[src/rtl/bit_serial_adder_pkg.sv]
// Shared definitions for the bit-serial adder: FSM state encoding
// and carry helper. Imported by the RTL and the bench.
package bit_serial_adder_pkg;

   typedef enum logic [1:0] {
      S_IDLE  = 2'd0,
      S_SHIFT = 2'd1,
      S_DONE  = 2'd2
   } state_t;

   // Majority of three: the carry out of a full-adder cell
   function automatic logic maj(
      input logic x,
      input logic y,
      input logic z
   );
      return (x & y) | (x & z) | (y & z);
   endfunction

endpackage

[src/rtl/bit_serial_adder_fa.sv]
// Single-bit full adder cell in data-flow form.
// Purely combinational; sequencing lives in bit_serial_adder.
module fa_bit
   import bit_serial_adder_pkg::*;
(
   input  logic x,
   input  logic y,
   input  logic ci,
   output logic s,
   output logic co
);

   assign s  = x ^ y ^ ci;
   assign co = maj(x, y, ci);

endmodule

[src/rtl/bit_serial_adder.sv]
// Multi-cycle LSB-first bit-serial adder, one result bit per clock.
// Optional SERIAL_ADD_OVF_EN adds a registered two's-complement ovf output.
module bit_serial_adder
   import bit_serial_adder_pkg::*;
#(
   parameter int WIDTH = 3
) (
   input  logic             clk,
   input  logic             rst,
   input  logic             start,
   input  logic [WIDTH-1:0] a,
   input  logic [WIDTH-1:0] b,
   input  logic             cin,
   output logic             busy,
   output logic             done,
   output logic [WIDTH-1:0] sum,
`ifdef SERIAL_ADD_OVF_EN
   output logic             ovf,
`endif
   output logic             cout
);

   localparam int CW = (WIDTH > 1) ? $clog2(WIDTH) : 1;
   localparam int SW = (WIDTH > 1) ? WIDTH - 1 : 1;
   localparam logic [CW-1:0] LAST = CW'(WIDTH - 1);

   state_t           state;
   state_t           state_n;
   logic [WIDTH-1:0] a_sh;
   logic [WIDTH-1:0] b_sh;
   logic [SW-1:0]    s_sh;
   logic [CW-1:0]    cnt;
   logic             c;
   logic             s;
   logic             co;
   logic             last;
   logic [WIDTH-1:0] s_next;

   fa_bit u_fa (
      .x  (a_sh[0]),
      .y  (b_sh[0]),
      .ci (c),
      .s  (s),
      .co (co)
   );

   // Partial sum with the new bit shifted in at the MSB
   generate
      if (WIDTH == 1) begin : g_w1
         assign s_next = s;
      end else begin : g_wn
         assign s_next = {s, s_sh};
      end
   endgenerate

   assign last = (cnt == LAST);
   assign busy = (state == S_SHIFT);
   assign done = (state == S_DONE);

   // State register
   always_ff @(posedge clk or posedge rst) begin
      if (rst) begin
         state <= S_IDLE;
      end else begin
         state <= state_n;
      end
   end

   // Next-state logic; start is only honoured in IDLE
   always_comb begin
      state_n = state;
      unique case (state)
         S_IDLE:  if (start) state_n = S_SHIFT;
         S_SHIFT: if (last)  state_n = S_DONE;
         S_DONE:  state_n = S_IDLE;
         default: state_n = S_IDLE;
      endcase
   end

   // Operand capture, per-bit shifting, result and carry registers
   always_ff @(posedge clk or posedge rst) begin
      if (rst) begin
         a_sh <= '0;
         b_sh <= '0;
         s_sh <= '0;
         cnt  <= '0;
         c    <= 1'b0;
         sum  <= '0;
         cout <= 1'b0;
`ifdef SERIAL_ADD_OVF_EN
         ovf  <= 1'b0;
`endif
      end else begin
         unique case (state)
            S_IDLE: begin
               if (start) begin
                  a_sh <= a;
                  b_sh <= b;
                  c    <= cin;
                  cnt  <= '0;
               end
            end
            S_SHIFT: begin
               a_sh <= a_sh >> 1;
               b_sh <= b_sh >> 1;
               c    <= co;
               s_sh <= s_next[WIDTH-1:WIDTH-SW];
               cnt  <= cnt + CW'(1);
               if (last) begin
                  sum  <= s_next;
                  cout <= co;
`ifdef SERIAL_ADD_OVF_EN
                  // c is the carry into the MSB cell here
                  ovf  <= c ^ co;
`endif
               end
            end
            default: begin
            end
         endcase
      end
   end

endmodule

[config.mk]
export PLATFORM = sky130hd
export DESIGN_NAME = bit_serial_adder
export DESIGN_NICKNAME = d
export VERILOG_FILES = /design/src/rtl/bit_serial_adder_pkg.sv /design/src/rtl/bit_serial_adder_fa.sv /design/src/rtl/bit_serial_adder.sv
export SDC_FILE = /design/constraint.sdc
export NUM_CORES = 1
export LEC_CHECK = 0
export ABC_AREA = 1
export CAP_MARGIN = 20
export CORE_ASPECT_RATIO = 1.75
export CORE_MARGIN = 2
export CORE_UTILIZATION = 30
export CTS_BUF_LIST = sky130_fd_sc_hd__clkbuf_8
export CTS_CLUSTER_SIZE = 24
export DETAILED_ROUTE_END_ITERATION = 10
export PLACE_DENSITY = 0.6
export SLEW_MARGIN = 20
export SYNTH_ARGS = -nofsm -noshare
export SYNTH_HDL_FRONTEND = slang
export SYNTH_SLANG_ARGS = --single-unit
export TNS_END_PERCENT = 20
[constraint.sdc]
create_clock -name clk -period 2.4 [get_ports clk]
set_input_delay 0.36 -clock clk [delete_from_list [all_inputs] [get_ports clk]]
set_output_delay 0.36 -clock clk [all_outputs]
set_load 0.01 [all_outputs]
Word-level counts from Yosys, hierarchy flattened
Index checks and enable logic that the tools add are counted.
Cells by class
  mux-type cells: 11
  multiply operators: 0
  reduce and logical (&&, ||, !) cells: 5
  eq/ne operators: 5
  magnitude comparators: 0
  shifts and indexed selects: 0
  div/mod/pow operators: 0
  bitwise operators: 7
  add/subtract/negate cells: 1
Operators with widths (number)
  $pmux 3 s2: 2
  $pmux 2 s2: 2
  $mux 2: 3
  $mux 3: 2
  $reduce_and 2->1: 3
  $eq 2x2->1 const B: 2
  $and 1x1->1: 3
  $add 2x1->2 const B: 1
  $eq 2x1->1 const B: 1
  $logic_not 2->1: 1
  $ne 2x1->1 const B: 1
  $ne 2x2->1 const B: 1
  $or 1x1->1: 2
  $pmux 1 s2: 1
  $reduce_bool 2->1: 1
  $xor 1x1->1: 2
  $mux 1: 1
Storage, ports and cells
  logic and storage cells: 37
  memories: 0
  bits in writable memories: 0
  output and inout bits: 6
  latch bits: 0
  bits in read-only memories: 0
  register bits after elaboration: 17

Longest topological paths before layout
Gate-level depths: netlist of run 1.
  depth after elaboration: 4
  mapped depth: 7
  mapped depth without buffers: 6

By module
Synthesis of run 1 repeated with hierarchy kept, for this count alone.
Second synthesis, totals
  cell total of the unflattened synthesis: 91
  area total of the unflattened synthesis: 807.0 µm²
By module, submodules not included
  bit_serial_adder: area an instance 787.0 µm², cells each 90, sequential area each 425.4 µm², instances 1
  fa_bit: area an instance 20.0 µm², cells each 1, sequential area each 0.0 µm², instances 1

Worst setup path after synthesis of run 1
OpenSTA, ideal clock, no wires.
  path kind: reg2reg
  start: register c
  end: register s_sh[1]
  period minus slack after synthesis: 1152 ps
  library setup time: 83 ps
  path slack: 1248 ps
  cell stages (with the launch flop): 4
  data arrival time: 1069 ps
  path through: dfrtp_1 -> fa_1 -> inv_1 -> o21ai_0
On the way
  word-level cells in the longest chain between the ends: 1
RTL lines
  start: declaration: line bit_serial_adder.sv:33  | logic c;
  start signal: assignment: line bit_serial_adder.sv:99  | c <= cin;
  start signal: assignment: line bit_serial_adder.sv:106  | c <= co;
  $xor 1x1->1: line bit_serial_adder_fa.sv:13  | assign s = x ^ y ^ ci;
  named net s: line bit_serial_adder.sv:34  | logic s;
  end signal: assignment: line bit_serial_adder.sv:107  | s_sh <= s_next[WIDTH-1:WIDTH-SW];
  end: declaration: line bit_serial_adder.sv:31  | logic [SW-1:0] s_sh;
The timed path passes the listed nets, and every way through them passes these cells.
A chain may end at the register's enable or synchronous reset.

Final worst setup path of run 1
  start: register state[0]
  end: output busy
On the way
  word-level cells in the longest chain between the ends: 1
RTL lines
  start: declaration: line bit_serial_adder.sv:27  | state_t state;
  start signal: assignment: line bit_serial_adder.sv:65  | state <= state_n;
  $eq 2x1->1: line bit_serial_adder.sv:57  | assign busy = (state == S_SHIFT);
  end: declaration: line bit_serial_adder.sv:14  | output logic busy,
Every way passes these cells.

==> reports/summary.txt, run 1 <==
Final #Nets = 121
compound-gate portion of the synthesized area = 0.0649
post-synthesis mux area share = 0
Pins Over Slew Limit = 0
EDFF count, synth = 0
slowest CP cell = dfrtp_1
Fin Setup TNS = 0 ns
P per Cell Area = 1250 nW/um2
via count = 611
register bit count reported by yosys = 17
endpoint type of the worst setup path = primary output
register area share after synthesis = 0.538
initial antenna violation count = 0
Post-Layout Cell Count = 134
outcome = finished, final reports clean
CTS Hold Bufs = 0
fmax = 520 MHz
first-pass GRT wire length = 2700 um
IO Port Bufs = 15
cells taking the most area after synthesis = dfrtp_1, nand2_1, nand3_1
Post-Place Cells = 130
synth cell count leaders = nand2_1, dfrtp_1, nand3_1, o21ai_0
Buf+Inv Stages, Crit Path = 2
quantity of gates resized following cts = 0
Antenna Cells = 0
WL final = 1460 um
Final Util = 0.400
Mapped Cells = 91
fraction of registers with async set/reset = 1.00
Inserted Clock Buffers = 3
1st-iter DRT viols = 23
post-synthesis xor/xnor area fraction = 0
clock root buffer = clkbuf_8
final period utilization = 0.802
adder-cell share of the synthesized area = 0.0411
Yosys top cell area share = 0.538
Startpoint Class = register
Synth Net Count = 103
Leakage = 0.509 nW
worst ir drop on vdd = 0.418 mV
# rows = 24
RD Place Congestion = 0.754
DR WL/cell = 10.9 um
Max Root-Sink Buffers = 2
RR Startpoint = c
H-tree levels = 1
Top Family by Delay on Critical Path = buffers and inverters
total of max-cap violations = 0
fill count = 250
Slowest Stage Delay on Critical Path = 0.60 ns
minimum clock period = 1.92 ns
Worst Setup SP = state[0]
initial core utilization = 0.317
die extent in y = 71.9 um
# Post-CTS Setup Buffers = 0
Synth area leader = dfrtp_1
CP Class = reg -> out
hold_sp = b_sh[1]
GRT Resource Usage Total = 0.115
TritonCTS clock tree = yes
aggregate global routing overflow = 0
CTS clk-pin slew, worst paths = 0.07 ns
Clock Sinks = 17
Synth cell types = 15
vias in the first global route = 642
final setup vio count = 0
total core area = 2490 um2
Layout Area Growth over Synthesis = 26.1%
Ys Warns = 0
largest net degree at the start of global routing = 18
largest family of logic cells by synthesized area = simple AND/OR/NAND/NOR gates
Vias/cell = 4.56
simple-gate share of the synthesized area = 0.290
top-level I/O count = 16
unrepaired setup endpoints after global routing = no
count leader, synth = nand2_1
Required @ worst endpoint = 2.04 ns
Die Wd = 42.8 um
CP max FO = 10
DRC errors left = 0
skew final = 0.00485 ns
Tightest Pin Transition = 0.649 ns
DRT Pass-1 Iters = 4
final hold vios = 0
CP Cell Sequence = inv_2 -> nor2_4 -> clkdlybuf4s50_1
post-route ant nets = 0
dpl hpwl = 1130 um
layout cells sized above 1 = 0.111
arrival time at the worst endpoint = 1.56 ns
Max transition margin = 0.567
worst hold slack = 0.483 ns
class of the worst hold path = reg -> reg
Cell Area, Synth = 791 um2
top_reg_cell synth = dfrtp_1
syn avg cell area = 8.69 um2
Die Area = 3080 um2
Clk Latency, worst-skew pair = 0.25 ns
[sequential cells by signal, summed over array words and instances, names as in the netlist]
name / count
state: 2
cout: 1
c: 1
sum: 3
b_sh: 3
s_sh: 2
cnt: 2
a_sh: 3
[tightest hold or removal path: cells and delay by family, from the launching register on]
| kind | cells | cell delay (ns) |
|---|---|---|
| flip-flops | 1 | 0.34 |
| AND/OR/NAND/NOR | 2 | 0.11 |
[through the flow]
stage | power [mW] | cell area [um2] | setup slack (ns)
3_5_place_dp | 1.04 | 951 | 0.734
5_1_grt | 1.37 | 997 | 0.395
6_report | 1.24 | 997 | 0.476
2_1_floorplan | 0.898 | 791 | 1.25
4_1_cts | 1.26 | 997 | 0.460
3_3_place_gp | 1.03 | 951 | 0.769
[cell families (layout without fill, tap and decap cells)]
kind of cell             count (synthesis)  after routing
AO/OA/AOI/OAI                            8              8
adder cells (fa/ha/maj)                  2              2
buffers and inverters                   10             27
flip-flops                              17             17
AND/OR/NAND/NOR                         54             54
[final timing paths]
kind,to,slack (ns),cells after the start
max in group asynchronous,a_sh[1],1.49,2
worst min-delay path,b_sh[1],0.48,2
worst min register to register,b_sh[1],0.48,2
worst max-delay path,busy,0.48,3
worst max register to register,c,1.18,5
min in group asynchronous,a_sh[0],0.49,2
[cell usage in the layout (no fill, tap or decap), drive strengths merged]
cell type       n
inv             8
fa              1
o21ai           8
clkinv          1
nand3           7
nand2          44
ha              1
dfrtp          17
clkdlybuf4s50  15
clkbuf          3
nor2            3
[routing by layer]
metal / up-vias / global-route usage / share of wire
li1: 316 / - / -
met3: 4 / 0.0224 / 0.043
met4: 0 / 0.0521 / 0.019
met2: 15 / 0.197 / 0.51
met5: - / 0 / 0
met1: 276 / 0.136 / 0.43
[cell type report]
cell class | count | area, um2 | share of cell area
flip-flops and latches | 17 | 425 | 0.427
multi-input cells | 64 | 313 | 0.314
repair buffers | 15 | 150 | 0.151
clock buffers | 3 | 41.3 | 0.0414
well taps | 26 | 32.5 | 0.0326
inverters | 8 | 30.0 | 0.0301
clock inverters | 1 | 5.00 | 0.00502
[power by group]
group	internal (mW)	total (mW)	switching, mW
clock	0.115	0.211	0.0964
sequential	0.411	0.513	0.102
combinational	0.224	0.519	0.294
No activity file was read; power rests on OpenSTA's default activity.
==> inputs of run 2 (changes only) <==
==> constraint.sdc (replaced) <==
create_clock -name clk -period 2 [get_ports clk]
set_input_delay 0.3 -clock clk [delete_from_list [all_inputs] [get_ports clk]]
set_output_delay 0.3 -clock clk [all_outputs]
set_load 0.01 [all_outputs]
==> results of run 2 <==
Same layout as run 1 (identical final DEF). Status: finished, final reports clean.
Among the figures that moved: setup slack after placement 0.734 ns -> 0.394 ns; setup slack after layout 0.476 ns -> 0.136 ns; hold slack 0.483 ns -> 0.434 ns; register-to-register setup slack 1.18 ns -> 0.78 ns; total power 1.24 mW -> 1.49 mW; worst IR drop on VDD 0.418 mV -> 0.501 mV
==> inputs of run 3 (changes only) <==
--- a/config.mk
+++ b/config.mk
@@ -7,13 +7,12 @@
 export LEC_CHECK = 0
 export ABC_AREA = 1
 export CAP_MARGIN = 20
-export CORE_ASPECT_RATIO = 1.75
 export CORE_MARGIN = 2
-export CORE_UTILIZATION = 30
+export CORE_UTILIZATION = 42
 export CTS_BUF_LIST = sky130_fd_sc_hd__clkbuf_8
 export CTS_CLUSTER_SIZE = 24
 export DETAILED_ROUTE_END_ITERATION = 10
-export PLACE_DENSITY = 0.6
+export PLACE_DENSITY = 0.76
 export SLEW_MARGIN = 20
 export SYNTH_ARGS = -nofsm -noshare
 export SYNTH_HDL_FRONTEND = slang
==> constraint.sdc (replaced) <==
create_clock -name clk -period 2 [get_ports clk]
set_input_delay 0.5 -clock clk [delete_from_list [all_inputs] [get_ports clk]]
set_output_delay 0.5 -clock clk [all_outputs]
set_load 0.01 [all_outputs]
==> run 3 against run 2 <==
- via count decreased by 2.3%
- first-iteration DRC count decreased by 13%
- clock power decreased by 3%
- utilization increased by 18 points
- final area increased by 0.75%
- critical path depth decreased by 1
- fmax increased by 1.4%
- worst hold slack improved by 0.040 ns
- total power increased by 0.63%
- global-route usage increased by 4.3 points
- non-clock buffer count increased by 1
- critical path type unchanged
- critical endpoint unchanged
- largest power group unchanged
==> reports/summary.txt, run 3 (synthesis results as in run 1) <==
Startpoint Class = register
Required @ worst endpoint = 1.50 ns
DRC errors left = 0 (unchanged)
Layout Area Growth over Synthesis = 27.1%
Top Family by Delay on Critical Path = buffers and inverters
Die Wd = 47.4 um (+11%)
final non-filler cell area = 1000 um2 (+0.75%)
CP max FO = 3 (-7)
final hold vios = 0 (unchanged)
total of max-cap violations = 0 (unchanged)
Final #Nets = 122 (+0.83%)
WL final = 1410 um (-3.6%)
initial core utilization = 0.453 (+0.136)
Clock Sinks = 17 (unchanged)
Pins Over Slew Limit = 0 (unchanged)
largest net degree at the start of global routing = 18 (unchanged)
worst ir drop on vdd = 0.935 mV
final period utilization = 0.919
unrepaired setup endpoints after global routing = no
Clk Latency, worst-skew pair = 0.25 ns (about the same)
# rows = 15 (-38%)
fill count = 156 (-38%)
1st-iter DRT viols = 20 (-13%)
class of the worst hold path = reg -> reg
Die Area = 2250 um2 (-27%)
DR WL/cell = 10.5 um (-3.6%)
P per Cell Area = 1490 nW/um2
Final Util = 0.576 (+0.176)
first-pass GRT wire length = 2410 um (-11%)
endpoint type of the worst setup path = primary output
fmax = 544 MHz
biggest regs = a_sh: 3 flops, b_sh: 3 flops, sum: 3 flops
dpl hpwl = 1070 um (-5.6%)
TritonCTS clock tree = yes
Antenna Cells = 0 (unchanged)
# Post-CTS Setup Buffers = 0 (unchanged)
arrival time at the worst endpoint = 1.34 ns (-0.22 ns)
commonest non-fill, non-tap cell in the layout = nand2_1
slowest CP cell = clkdlybuf4s50_1
aggregate global routing overflow = 0 (unchanged)
CP Cell Sequence = nor2_4 -> clkdlybuf4s50_1
via count = 597 (-2.3%)
top-level I/O count = 16 (unchanged)
skew final = 0.00318 ns (-0.00167 ns)
DP Area = 957 um2 (+0.66%)
Tightest Pin Transition = 0.609 ns (-0.0401 ns)
minimum clock period = 1.84 ns
CTS clk-pin slew, worst paths = 0.06 ns (about the same)
total core area = 1750 um2 (-30%)
Leakage = 0.533 nW (+4.8%)
Fin Setup TNS = 0 ns (unchanged)
DRT Pass-1 Iters = 4 (unchanged)
most frequent cells in the layout = nand2_1, dfrtp_1, clkdlybuf4s50_1
H-tree levels = 1 (unchanged)
clock root buffer = clkbuf_8
die extent in y = 47.4 um (-34%)
final setup vio count = 0 (unchanged)
Inserted Clock Buffers = 3 (unchanged)
RD Place Congestion = 0.815
layout cells sized above 1 = 0.110 (-0.00102)
outcome = finished, final reports clean
vias in the first global route = 561 (-13%)
Tot Pwr = 1.50 mW
post-route ant nets = 0 (unchanged)
Slowest Stage Delay on Critical Path = 0.54 ns (-0.06 ns)
Buf+Inv Stages, Crit Path = 1 (-1)
Max Root-Sink Buffers = 2 (unchanged)
Max transition margin = 0.594 (+0.0267)
IO Port Bufs = 15 (unchanged)
Vias/cell = 4.46 (-2.3%)
initial antenna violation count = 0 (unchanged)
GRT Resource Usage Total = 0.158 (+0.0426)
CP Class = reg -> out
==> run 3: worst reg2reg max path, delay by kind of cell (launching register included) <==
family / cells / cell delay (ns)
flip-flops: 1 / 0.41
buffers and inverters: 2 / 0.30
AO/OA/AOI/OAI: 1 / 0.30
AND/OR/NAND/NOR: 2 / 0.14
==> run 3: worst paths after layout <==
kind | start | endpoint | slack, ns | cells after the start
max in group asynchronous | rst | a_sh[1] | 0.98 | 2
worst max register to register | state[0] | b_sh[0] | 0.74 | 5
worst min register to register | s_sh[0] | sum[0] | 0.47 | 2
worst max-delay path | state[1] | busy | 0.16 | 2
min in group asynchronous | rst | sum[1] | 0.62 | 2
worst min-delay path | s_sh[0] | sum[0] | 0.47 | 2
==> run 3: repair_timing <==
item,CTS,global route
hold buffers,0,0
gates resized for setup,0,1
endpoints found under the setup margin,0,1
==> run 3: report_power, final <==
part,switching (mW),internal [mW],total [mW]
sequential,0.0944,0.494,0.589
clock,0.110,0.136,0.246
combinational,0.384,0.282,0.666
==> run 3: layout make-up <==
cell class                      count  area [um2]  area share
Clock buffer                        3        41.3      0.0411
Clock inverter                      1        3.75     0.00374
Inverter                            8        30.0      0.0299
Multi-Input combinational cell     64         313       0.311
Sequential cell                    17         425       0.423
Tap cell                           25        31.3      0.0311
Timing Repair Buffer               16         160       0.159
==> run 3: metal layers <==
metal  part of all wire  global-route usage
met2               0.46               0.238
met3              0.046              0.0462
met4              0.018              0.0667
met5                  0                   0
met1               0.47               0.211
==> run 3: per-stage QoR <==
step	hold WS, ns	cells	setup slack (ns)
floorplan	0.426	91	0.820
global placement	0.454	130	0.344
detailed placement	0.459	130	0.330
CTS	0.475	134	0.0558
global route	0.520	134	0.112
finish	0.474	134	0.163
